**src/rtl/mc_muldiv_pkg.sv**
```systemverilog
// rtl/mc_muldiv_pkg.sv - op and state encodings shared by the mul/div unit and CPU control
package mc_muldiv_pkg;

  typedef enum logic [1:0] {
    OP_MULT  = 2'b00,
    OP_MULTU = 2'b01,
    OP_DIV   = 2'b10,
    OP_DIVU  = 2'b11
  } op_e;

  typedef enum logic [1:0] {
    S_IDLE = 2'b00,
    S_CALC = 2'b01,
    S_FIX  = 2'b10
  } state_e;

endpackage

```
**src/rtl/mc_muldiv_iter.sv**
```systemverilog
// rtl/mc_muldiv_iter.sv - one radix-2 shift-add or restoring shift-subtract step
module mc_muldiv_iter #(
  parameter int WIDTH = 32
) (
  input  logic [2*WIDTH-1:0] acc_i,
  input  logic [WIDTH-1:0]   opnd_i,
  input  logic               div_i,
  output logic [2*WIDTH-1:0] acc_o,
  output logic               qbit_o
);

  logic [WIDTH:0] sum;
  logic [WIDTH:0] rem_sh;
  logic [WIDTH:0] diff;

  // acc holds {partial, multiplier} for MULT and {remainder, dividend/quotient} for DIV
  always_comb begin
    sum    = {1'b0, acc_i[2*WIDTH-1:WIDTH]} + {1'b0, (acc_i[0] ? opnd_i : {WIDTH{1'b0}})};
    rem_sh = acc_i[2*WIDTH-1:WIDTH-1];
    diff   = rem_sh - {1'b0, opnd_i};
    qbit_o = 1'b0;
    acc_o  = {sum, acc_i[WIDTH-1:1]};
    if (div_i) begin
      qbit_o = ~diff[WIDTH];
      acc_o  = {(diff[WIDTH] ? rem_sh[WIDTH-1:0] : diff[WIDTH-1:0]), acc_i[WIDTH-2:0], 1'b0};
    end
  end

endmodule

```
**src/rtl/mc_muldiv.sv**
```systemverilog
// rtl/mc_muldiv.sv - iterative multicycle signed/unsigned multiply/divide unit (HI/LO)
module mc_muldiv
  import mc_muldiv_pkg::*;
#(
  parameter int WIDTH = 32
) (
  input  logic             clk,
  input  logic             clr,
  input  logic             start,
  input  logic [1:0]       op,
  input  logic [WIDTH-1:0] a,
  input  logic [WIDTH-1:0] b,
  input  logic             cancel,
  output logic             busy,
  output logic             done,
  output logic [WIDTH-1:0] hi,
  output logic [WIDTH-1:0] lo,
  output logic             dz
);

  localparam int CW = $clog2(WIDTH);
  localparam logic [CW-1:0] LAST = CW'(WIDTH - 1);

  state_e               state_q;
  logic [CW-1:0]        cnt_q;
  logic [2*WIDTH-1:0]   acc_q, acc_d, iter_acc;
  logic [WIDTH-1:0]     opnd_q;
  logic                 div_q, sa_q, sb_q, dzint_q;
  logic                 busy_q, done_q, dz_q;
  logic [WIDTH-1:0]     hi_q, lo_q;
  logic                 qbit;

  logic                 signed_op, div_op, a_neg, b_neg;
  logic [WIDTH-1:0]     a_mag, b_mag;
  logic [2*WIDTH-1:0]   prod;
  logic [WIDTH-1:0]     quo, rem, res_hi, res_lo;

  mc_muldiv_iter #(.WIDTH(WIDTH)) u_iter (
    .acc_i  (acc_q),
    .opnd_i (opnd_q),
    .div_i  (div_q),
    .acc_o  (iter_acc),
    .qbit_o (qbit)
  );

  assign acc_d = iter_acc | {{(2*WIDTH-1){1'b0}}, qbit};

  always_comb begin
    signed_op = (op == OP_MULT) || (op == OP_DIV);
    div_op    = (op == OP_DIV) || (op == OP_DIVU);
    a_neg     = signed_op & a[WIDTH-1];
    b_neg     = signed_op & b[WIDTH-1];
    a_mag     = a_neg ? -a : a;
    b_mag     = b_neg ? -b : b;
  end

  // Most-negative / -1 needs no special case: its magnitude negates back to itself
  always_comb begin
    prod = (sa_q ^ sb_q) ? -acc_q : acc_q;
    quo  = (sa_q ^ sb_q) ? -acc_q[WIDTH-1:0] : acc_q[WIDTH-1:0];
    rem  = sa_q ? -acc_q[2*WIDTH-1:WIDTH] : acc_q[2*WIDTH-1:WIDTH];
    if (dzint_q) begin
      res_hi = acc_q[WIDTH-1:0];
      res_lo = {WIDTH{1'b1}};
    end else if (div_q) begin
      res_hi = rem;
      res_lo = quo;
    end else begin
      res_hi = prod[2*WIDTH-1:WIDTH];
      res_lo = prod[WIDTH-1:0];
    end
  end

  always_ff @(posedge clk) begin
    if (clr) begin
      state_q <= S_IDLE;
      cnt_q   <= '0;
      acc_q   <= '0;
      opnd_q  <= '0;
      div_q   <= 1'b0;
      sa_q    <= 1'b0;
      sb_q    <= 1'b0;
      dzint_q <= 1'b0;
      busy_q  <= 1'b0;
      done_q  <= 1'b0;
      dz_q    <= 1'b0;
      hi_q    <= '0;
      lo_q    <= '0;
    end else begin
      done_q <= 1'b0;
      case (state_q)
        S_IDLE: begin
          if (start) begin
            busy_q <= 1'b1;
            dz_q   <= 1'b0;
            div_q  <= div_op;
            sa_q   <= a_neg;
            sb_q   <= b_neg;
            opnd_q <= b_mag;
            cnt_q  <= '0;
            // Divide by zero keeps the raw dividend so FIX can return it in hi
            if (div_op && (b == '0)) begin
              acc_q   <= {{WIDTH{1'b0}}, a};
              dzint_q <= 1'b1;
              state_q <= S_FIX;
            end else begin
              acc_q   <= {{WIDTH{1'b0}}, a_mag};
              dzint_q <= 1'b0;
              state_q <= S_CALC;
            end
          end
        end
        S_CALC: begin
          if (cancel) begin
            busy_q  <= 1'b0;
            state_q <= S_IDLE;
          end else begin
            acc_q <= acc_d;
            cnt_q <= cnt_q + 1'b1;
            if (cnt_q == LAST) state_q <= S_FIX;
          end
        end
        S_FIX: begin
          if (cancel) begin
            busy_q  <= 1'b0;
            state_q <= S_IDLE;
          end else begin
            hi_q    <= res_hi;
            lo_q    <= res_lo;
            dz_q    <= dzint_q;
            done_q  <= 1'b1;
            busy_q  <= 1'b0;
            state_q <= S_IDLE;
          end
        end
        default: state_q <= S_IDLE;
      endcase
    end
  end

  assign busy = busy_q;
  assign done = done_q;
  assign hi   = hi_q;
  assign lo   = lo_q;
  assign dz   = dz_q;

endmodule

```
**config.mk**
```make
export PLATFORM = sky130hd
export DESIGN_NAME = mc_muldiv
export DESIGN_NICKNAME = d
export VERILOG_FILES = /design/src/rtl/mc_muldiv_pkg.sv /design/src/rtl/mc_muldiv_iter.sv /design/src/rtl/mc_muldiv.sv
export SDC_FILE = /design/constraint.sdc
export NUM_CORES = 1
export LEC_CHECK = 0
export BUFFER_PORTS_ARGS = -buffer_cell sky130_fd_sc_hd__buf_2
export CAP_MARGIN = 15
export CELL_PAD_IN_SITES_DETAIL_PLACEMENT = 0
export CELL_PAD_IN_SITES_GLOBAL_PLACEMENT = 1
export CORE_MARGIN = 2
export CORE_UTILIZATION = 39
export DETAILED_ROUTE_END_ITERATION = 10
export PLACE_DENSITY = 0.74
export SYNTH_ARGS = -nofsm -noshare
export SYNTH_HDL_FRONTEND = slang
export SYNTH_SLANG_ARGS = --single-unit
```
**constraint.sdc**
```tcl
create_clock -name clk -period 7.95 [get_ports clk]
set_clock_uncertainty 0.1 [all_clocks]
set_input_delay 2.385 -clock clk [delete_from_list [all_inputs] [get_ports clk]]
set_output_delay 2.385 -clock clk [all_outputs]
set_load 0.02 [all_outputs]
```
* After elaboration in Yosys (flattened, before gate mapping) *
Cells that the tools add are included.

word-level totals
  bits in registers = 174
  input port bits = 70
  output and inout port bits = 67
  logic and storage cells = 87

operators by class
  add/subtract/negate cells = 8
  equal/unequal tests = 10
  multiplexer cells = 33
  bitwise gates (word level) = 7
  reduce and logical (&&, ||, !) cells = 16

operators by type and width
  cell                                           number
  two-way mux 32 bit                             11
  two-way mux 64 bit                             4
  negation 32 bit                                4
  case mux 64 bit (2 select lines)               1
  negation 64 bit                                1
  bitwise OR 64 x 1 -> 64 bit                    1
  adder 32 x 32 -> 33 bit                        1
  subtractor 33 x 32 -> 33 bit                   1
  logical NOT 32 bit                             1
  two-way mux 5 bit                              2
  case mux 5 bit (2 select lines)                1
  AND reduction 3 bit                            3
  two-way mux 2 bit                              4
  inequality test 2 bit (second input constant)  4
  two-way mux 1 bit                              7
  equality test 2 bit (second input constant)    3
  AND reduction 2 bit                            3
  adder 5 x 1 -> 5 bit (second input constant)   1
  equality test 5 bit (second input constant)    1
  logical NOT 2 bit                              2
  case mux 2 bit (2 select lines)                1
  nonzero test 2 bit                             2
  inequality test 3 bit (second input constant)  1
  NOT 1 bit                                      3
  other kinds (9)                                11

* Depth between registers and ports, before layout *
Gate-level depths: netlist of run 1.

  depth after elaboration = 7
  gate-level depth with buffers = 16
  mapped depth without buffers = 14

* Hierarchy *
A second synthesis of run 1 with hierarchy kept.

unflattened totals
  cell total of the unflattened synthesis = 1917
  area, all modules = 14381.3 sq um

modules (own cells, without submodules)
  module          instances  cells an instance  area an instance (sq um)  sequential area each (sq um)
  mc_muldiv       1          1232               9700.6                    3483.3
  mc_muldiv_iter  1          685                4680.7                    0.0

* Least setup slack after synthesis of run 1 *
No wires, ideal clock.

  path type = input port to flip-flop
  start = input port b[25]
  end = register acc_q[12]
  setup time = 0.132 ns
  arrival time = 4.604 ns
  required time = 7.718 ns
  slack = 3.113 ns
  cell stages on the path = 10
  buffers on the path = 1
  path through = or3_1 or3_1 or4b_2 nor2_2 nor2b_1 buf_2 o41ai_1 xnor2_1 o211ai_1 a21oi_1

on the way
  word-level cells in the longest chain between the ends = 5

RTL lines
  element                           RTL line          text
  start: declaration                mc_muldiv.sv:12   input logic [WIDTH-1:0] b,
  logical NOT 32 bit                mc_muldiv.sv:102  if (div_op && (b == '0)) begin
  logical AND 1 bit                 mc_muldiv.sv:102
  two-way mux 32 bit                mc_muldiv.sv:102
  two-way mux 64 bit                mc_muldiv.sv:93   if (start) begin
  case mux 64 bit (2 select lines)  mc_muldiv.sv:91   case (state_q)
  end signal: assignment            mc_muldiv.sv:103  acc_q <= {{WIDTH{1'b0}}, a};
  end signal: assignment            mc_muldiv.sv:107  acc_q <= {{WIDTH{1'b0}}, a_mag};
  end: declaration                  mc_muldiv.sv:26   logic [2*WIDTH-1:0] acc_q, acc_d, iter_acc;

No other way between the ends. The select of a mux whose other input is x is not followed.
A chain may end at the register's enable or synchronous reset.

* Worst setup path after layout of run 1 *
  start = input port b[2]
  end = register acc_q[4]

The elaborated chain is that of the path after synthesis.

==> impl_results.md, run 1 <==
* HP Class: flop to flop
* Fraction of layout cells with a size suffix above 1 at roughly 11%
* Routed len/inst at roughly 20 um
* Fin crit period at slightly above 5 ns
* Worst setup SP type: input port
* Syn Area/Cell at about 7.5 sq um
* Cells along the critical path: buf_2 > nor4_1 > nand4b_1 > nor4_1 > nand2_1 > o21ai_1 > a21oi_1 > xor2_1 > o211ai_1 > a21oi_1
* Critical Path Max Stage Delay at around 0.57 ns
* Largest family of logic cells by synthesized area: compound AO/OA/AOI/OAI gates
* Count of buffers from port buffering at ~140
* Post-route DRC violation count at 0
* Hold Violations, Final at 0
* Placed cell area at about 0.015 sq mm
* Post-cts sizing count at 0
* Worst EP required at around 8 ns
* Synth Net Count at between 1500 and 2000
* Top delay family on crit path: simple AND/OR/NAND/NOR gates
* CTS Hold Buffers Added at 0
* Fmax at roughly 0.19 GHz
* Share of the yosys chip area belonging to registers at around a quarter
* Overflow after GRT at 0
* Post-Synth Simple-Gate Area at 20.1%
* Placer Congestion at approximately 0.9
* Setup violators final at 0
* Worst path bufs/invs at 1
* Number of diodes at 0
* Die H at 192 um
* Slew Limit Fails at 0
* Global routing usage on met2 at between 30% and 40%
* Post-synth EDFFs at 0
* Relative slew margins at between 30% and 40%
* Setup_tns at 0 ns
* ANT nets after route at 0
* Post-CTS setup repair buffer count at 0
* # fillers at roughly 3600
* CTS root buffer: clkbuf_16
* Ys flop type: dfxtp_1
* Outcome: finished, final reports clean
* DIE AREA at between 0.03 and 0.04 sq mm
* Drt first pass iters at 6
* Clock tree buffer depth at 2
* Post-synthesis mux area share at between 4 and 5%
* Die width at between 150 and 200 um
* Core area at ~0.035 sq mm
* Post-synth cell types at 69
* XOR/XNOR Fraction of Synth Area at a little over a tenth
* H-tree depth at 4
* Mapped Area at between 0.01 and 0.015 sq mm
* Grt peak-use layer: met1
* CP max FO at 6
* Post-Syn Instances at 1829
* Max rail drop VDD at between 0.15 and 0.2 mV
* CP arrival at about 5.4 ns
* Area grow syn2layout at 11.2%
* CTS tree: yes
* Worst Max-Slew Pin Slew at between 1 and 1.5 ns
* Period utilization at roughly two thirds
* GRT Total Usage at 24.9%
* Setup CP Type: input port to flop
* Yosys Warn Count at 0
* Number of global-route vias before repair at around 13000
* Avg Vias per Cell at just under 6
* Post-route cell area at ~0.015 sq mm
* FF+latch count, synth at 174
* First-pass GRT wire length at between 70 and 80 mm
* Final WL at about 46 mm
* CP Capture Type: flop
* Clk slew on worst S/H paths at ~0.070 ns
* Complex-gate fraction of the synthesized area at around 27%
* Nets at just over 2000
* CTS Sinks at approximately 170
* Detailed router's first-iteration violation count at about 1100
* DR vias at approximately 14000
* Initial Util at around two fifths
* Met3 usage at 3.86%
* Area share of fa/ha/maj cells after synthesis at 7.04%
* RSZ-0062 raised after global routing: false
* TritonCTS buffer count at 17
* Largest net degree at the start of global routing at 72
* CP max stage cell: nor4_1
* GR Util met1 at 37.8%
* Initial antenna violation count at 2
* Leak pwr at 6.02 nW
* Post-route core utilization at 44.0%
* Worst skew pair latency at 0.46 ns
* FFs w/ async S/R, synth at 0%
* Rows at about 70
* I/O pin total at around 140
* # Max-Cap Violations at 0
* Post-DP HPWL at about 34 mm
* Pwr dens at between 150 and 200 mW/mm^2
==> sequential cells by signal, indices dropped and copies added, names as in the netlist <==
signal,count
dz,1
lo,32
dzint_q,1
acc_q,64
opnd_q,32
cnt_q,5
sb_q,1
sa_q,1
state_q,2
busy,1
done,1
div_q,1
hi,32
==> per-stage QoR <==
step | power, mW | setup slack (ns) | hold WS (ns) | std cells
global route | 2.75 | 2.47 | 0.385 | 2347
CTS | 2.63 | 2.78 | 0.362 | 2346
global placement | 1.74 | 2.35 | 0.349 | 2315
floorplan | 1.52 | 3.11 | 0.332 | 1829
detailed placement | 1.74 | 2.31 | 0.352 | 2315
finish | 2.63 | 2.77 | 0.363 | 2347
==> worst reg2reg max path: stages, from the launching register on <==
cell	delay (ns)
dfxtp_1	0.49
inv_1	0.19
ha_1	0.28
fa_1	0.39
nand2b_1	0.19
a21o_1	0.21
a211o_1	0.33
a21oi_1	0.19
o2111ai_1	0.18
a21oi_1	0.37
xor2_4	0.40
buf_4	0.52
mux2i_1	0.30
nor4_1	0.06
a221o_1	0.27
==> placed cells by master (no fill, tap or decap), types with 6 or more instances in the layout <==
cell	count
o31ai_1	25
buf_2	135
nor2b_1	10
o21ai_0	147
a31oi_1	14
nand4_1	9
a41oi_1	6
or4_1	6
nand2b_1	27
a211oi_1	75
xor2_1	72
clkbuf_16	17
mux2i_1	53
nand3b_1	8
o41ai_1	9
buf_4	20
o211ai_1	39
a21oi_1	133
a311oi_1	12
nor4_1	14
xnor2_1	95
nand2_1	189
dfxtp_1	172
o221ai_1	6
or3_1	21
o21a_1	10
a21o_1	31
a22oi_1	22
and2_1	9
a221oi_1	7
nor2_1	197
ha_1	73
and3_1	8
nand3_1	22
inv_1	56
nor3_1	42
==> routing by layer <==
metal / vias to the layer above / wire length [um] / part of all wire (%)
met2: 392 / 19300 / 42
met5: - / 8 / 0.017
met1: 6380 / 23300 / 51
met3: 42 / 2510 / 5.5
met4: 2 / 652 / 1.4
li1: 6714 / - / -
==> area by class of cell <==
type	count	area, sq um	share of cell area (%)
Tap cell	455	569	3.73
Sequential cell	174	3490	22.9
Inverter	56	210	1.38
Timing Repair Buffer	155	826	5.42
Multi-Input combinational cell	1476	9560	62.7
Clock inverter	10	126	0.829
Clock buffer	21	470	3.09
==> final timing paths <==
| check | start | to | slack, ns | cells past startpoint |
|---|---|---|---|---|
| hold reg to reg | hi[10] | hi[10] | 0.36 | 2 |
| setup reg to reg | acc_q[31] | acc_q[35] | 3.37 | 14 |
| hold / removal | hi[10] | hi[10] | 0.36 | 2 |
| setup / recovery | b[2] | acc_q[4] | 2.77 | 10 |
==> synth_stat cells, drive strengths merged (12+ instances only) <==
library cell    n  area [sq um]
nor4           14          87.6
inv            56           210
a22oi          22           165
nor2          202           776
o31ai          26           200
nand2b         27           169
mux2i          53           531
a21oi         134           674
nor3           44           225
a311oi         12           105
clkbuf        104           392
buf            19           114
nand3          22           110
o211ai         39           293
xor2           73           639
xnor2          95           832
o21ai         151           756
nand2         189           709
a21o           31           233
or3            21           131
a211oi         75           563
a31oi          14          87.6
dfxtp         174          3480
ha             74           926
==> logic make-up (layout without fill, tap and decap cells) <==
family                   after synthesis  count (layout)
flip-flops                           174             174
XOR/XNOR                             168             168
buffers and inverters                179             242
adder cells (fa/ha/maj)               76              76
AO/OA/AOI/OAI                        583             583
AND/OR/NAND/NOR                      593             593
multiplexers                          56              56
==> power by group <==
group	internal, mW	total, mW	switching (mW)
Combinational	0.260	0.710	0.450
Clock	0.492	0.893	0.401
Sequential	0.930	1.02	0.0942
No activity file was read; power rests on OpenSTA's default activity.
==> inputs of run 2 (changes only) <==
--- a/config.mk
+++ b/config.mk
@@ -5,6 +5,7 @@
 export SDC_FILE = /design/constraint.sdc
 export NUM_CORES = 1
 export LEC_CHECK = 0
+export ABC_AREA = 1
 export BUFFER_PORTS_ARGS = -buffer_cell sky130_fd_sc_hd__buf_2
 export CAP_MARGIN = 15
 export CELL_PAD_IN_SITES_DETAIL_PLACEMENT = 0
@@ -12,7 +13,7 @@
 export CORE_MARGIN = 2
 export CORE_UTILIZATION = 39
 export DETAILED_ROUTE_END_ITERATION = 10
-export PLACE_DENSITY = 0.74
+export PLACE_DENSITY = 0.78
 export SYNTH_ARGS = -nofsm -noshare
 export SYNTH_HDL_FRONTEND = slang
 export SYNTH_SLANG_ARGS = --single-unit
==> constraint.sdc (replaced) <==
create_clock -name clk -period 5.4 [get_ports clk]
set_clock_uncertainty 0.1 [all_clocks]
set_input_delay 1.62 -clock clk [delete_from_list [all_inputs] [get_ports clk]]
set_output_delay 1.62 -clock clk [all_outputs]
set_load 0.02 [all_outputs]
==> impl_results.md, run 2 <==
* Top-count cell post-synth: nand2_1
* CP arrival at about 4.2 ns
* Psw at 2.14 mW
* Die width at 212 um
* Avg Vias per Cell at about 5.4
* Worst Max-Slew Pin Slew at roughly 1.2 ns
* CP Capture Type: flop
* Worst setup SP type: input port
* Hold Violations, Final at 0
* Critical Path Max Stage Delay at 0.36 ns
* Fraction of layout cells with a size suffix above 1 at between 8 and 9%
* CP max stage cell: nand2_2
* Top delay family on crit path: simple AND/OR/NAND/NOR gates
* Detailed router's first-iteration violation count at 2212
* CTS Sinks at 174
* Ys flop type: dfxtp_1
* Commonest cells in the netlist: nand2_1, inv_1, nor2_1, nand3_1, a21oi_1
* Most frequent cells in the layout: nand2_1, inv_1, nor2_1
* CTS root buffer: clkbuf_16
* Number of global-route vias before repair at between 15000 and 20000
* TritonCTS buffer count at 17
* First-pass GRT wire length at between 100 and 150 mm
* Slew Limit Fails at 0
* Area leader, netlist: dfxtp_1
* Largest net degree at the start of global routing at between 60 and 70
* Outcome: finished, final reports clean
* Yosys Warn Count at 0
* Clk slew on worst S/H paths at 0.08 ns
* Syn Area/Cell at approximately 5.6 sq um
* Setup violators final at 0
* Placer Congestion at approximately 0.95
* Switching Share at 45.7%
* Pre-CTS setup slack at between 1 and 1.5 ns
* Max reg flops at 64
* H-tree depth at 4
* Logic pwr share at approximately two fifths
* Most used cell along the critical path: nand2_1
* Post-cts sizing count at 0
* Core area at around 0.043 sq mm
* Fmax at roughly 0.26 GHz
* Post-synth EDFFs at 0
* Post-synth cell types at between 50 and 60
* Pwr dens at between 200 and 300 mW/mm^2
* CTS tree: yes
* Clock tree buffer depth at 2
* Post-DP HPWL at between 50 and 60 mm
* ANT nets after route at 0
* Synth Net Count at 3145
* Overflow after GRT at 0
* Number of diodes at 0
* FFs w/ async S/R, synth at 0%
* Clock power share at roughly 27%
* CP max FO at 35
* Initial antenna violation count at 0
* Worst skew pair latency at approximately 0.51 ns
* Reg power frac at between 30% and 40%
* Power Internal at approximately 2.5 mW
* CTS Hold Buffers Added at 0
* Nets at roughly 3200
* Worst EP required at 5.74 ns
* FF+latch count, synth at approximately 170
* Count of buffers from port buffering at approximately 140
* DR vias at between 15000 and 20000
* Most common cell after layout, fill and taps aside: nand2_1
* Fin crit period at between 3 and 4 ns
* Setup_tns at 0 ns
* Rows at between 70 and 80
* Area grow syn2layout at 10.1%
* Routed len/inst at about 19 um
* Max rail drop VDD at ~0.28 mV
* Post-route DRC violation count at 0
* Cells along the critical path: buf_2 > inv_1 > ha_1 > inv_1 > nor3_1 > nand2_1 > nor2_2 > nand3_2 > nand2_2 > inv_2 > nand2_1 > nand2_1 > nand2_1 > nand3_1 > a21oi_1
* Initial Util at 39.3%
* Post-Syn Instances at ~3000
* RSZ-0062 raised after global routing: false
* Fin worst setup slack at about 1.6 ns
* Drt first pass iters at 5
* Leak pwr at a little under 10 nW
* Die H at 212 um
* GRT Total Usage at 31.2%
* Period utilization at 70.9%
* Share of the yosys chip area belonging to registers at between 20% and 30%
* Largest reg by FF count: acc_q
* HP Class: flop to flop
* I/O pin total at 137
* Largest cells by area after synthesis: dfxtp_1, nand2_1, inv_1
* Yosys top cell area share at 20.6%
* Final WL at roughly 70 mm
* Worst path bufs/invs at 4
* # Max-Cap Violations at 0
* Post-CTS setup repair buffer count at 0
* Total Power at between 4 and 5 mW
* Post-route core utilization at 43.3%
* Mapped Area at roughly 0.017 sq mm
* DIE AREA at 0.0450 sq mm
* Relative slew margins at between 20% and 30%
* Setup CP Type: input port to flop
[run 2: changes by cell type in the layout (fill, tap and decap cells not counted), sizes merged, moves of 48 or more]
cell | before | now
nand3 | 22 | 295
nor2 | 202 | 312
a21oi | 134 | 285
o21ai | 151 | 199
nand2 | 189 | 853
mux2i | 53 | 0
inv | 60 | 468
a211oi | 75 | 1
xnor2 | 95 | 13
[run 2: path summary, 6_finish.rpt]
path,slack (ns),to,start,depth (start not counted)
setup reg to reg,1.97,acc_q[59],acc_q[0],13
setup / recovery,1.57,acc_q[28],b[0],15
hold / removal,0.36,hi[8],hi[8],2
hold reg to reg,0.36,hi[8],hi[8],2
[run 2: cells by family (layout without fill, tap and decap cells)]
family                   Yosys count  count (layout)  share of synthesized area (%)
AO/OA/AOI/OAI                    570             570                           18.7
AND/OR/NAND/NOR                 1550            1550                           38.8
adder cells (fa/ha/maj)           76              76                           5.71
flip-flops                       174             174                           20.6
buffers and inverters            569             655                           13.1
XOR/XNOR                          60              60                           3.11
[run 2: layout make-up]
class / count / area [sq um]
clock buffer: 17 / 425
clock inverter: 15 / 150
fill: 4850 / 24400
inverter: 463 / 1740
multi-input combinational: 2256 / 11200
sequential: 174 / 3490
tap: 585 / 732
timing repair buffer: 160 / 876
[run 2: layer usage]
layer | vias up | share of wire [%] | wire, um | GRT usage, %
met5 | - | 0 | 0 | 0
met4 | 0 | 2.8 | 1940 | 9.93
met3 | 84 | 7.5 | 5290 | 4.37
met2 | 762 | 39 | 27200 | 42.3
met1 | 9044 | 51 | 35700 | 49.2
li1 | 9832 | - | - | -
[run 2: power groups by stage]
stage / combinational [mW] / sequential, mW / clock, mW
final: 1.84 / 1.56 / 1.28
after CTS: 1.80 / 1.55 / 1.31
after floorplan: 1.24 / 1.53 / 0
after global routing: 2.03 / 1.57 / 1.36
after global placement: 1.78 / 1.58 / 0
after detailed placement: 1.79 / 1.58 / 0
[run 2: through the flow]
step,hold slack [ns],instances,cell area [sq um]
after global routing,0.381,3670,18600
after floorplan,0.344,2999,16900
after global placement,0.352,3637,18000
final,0.363,3670,18600
after detailed placement,0.357,3638,18000
after CTS,0.369,3670,18600
[run 2: worst register-to-register path, cell delays in order (launching register included)]
cell and delay (ns):
dfxtp_1 0.52, buf_4 0.38, nand2_1 0.17, fa_1 0.51, o21bai_1 0.51, nand2_1 0.11
nand3_1 0.23, nand2_1 0.11, nand3_1 0.09, nand2_1 0.05, nor2_1 0.28, nor2_1 0.09
nand2_1 0.08, a21oi_1 0.06
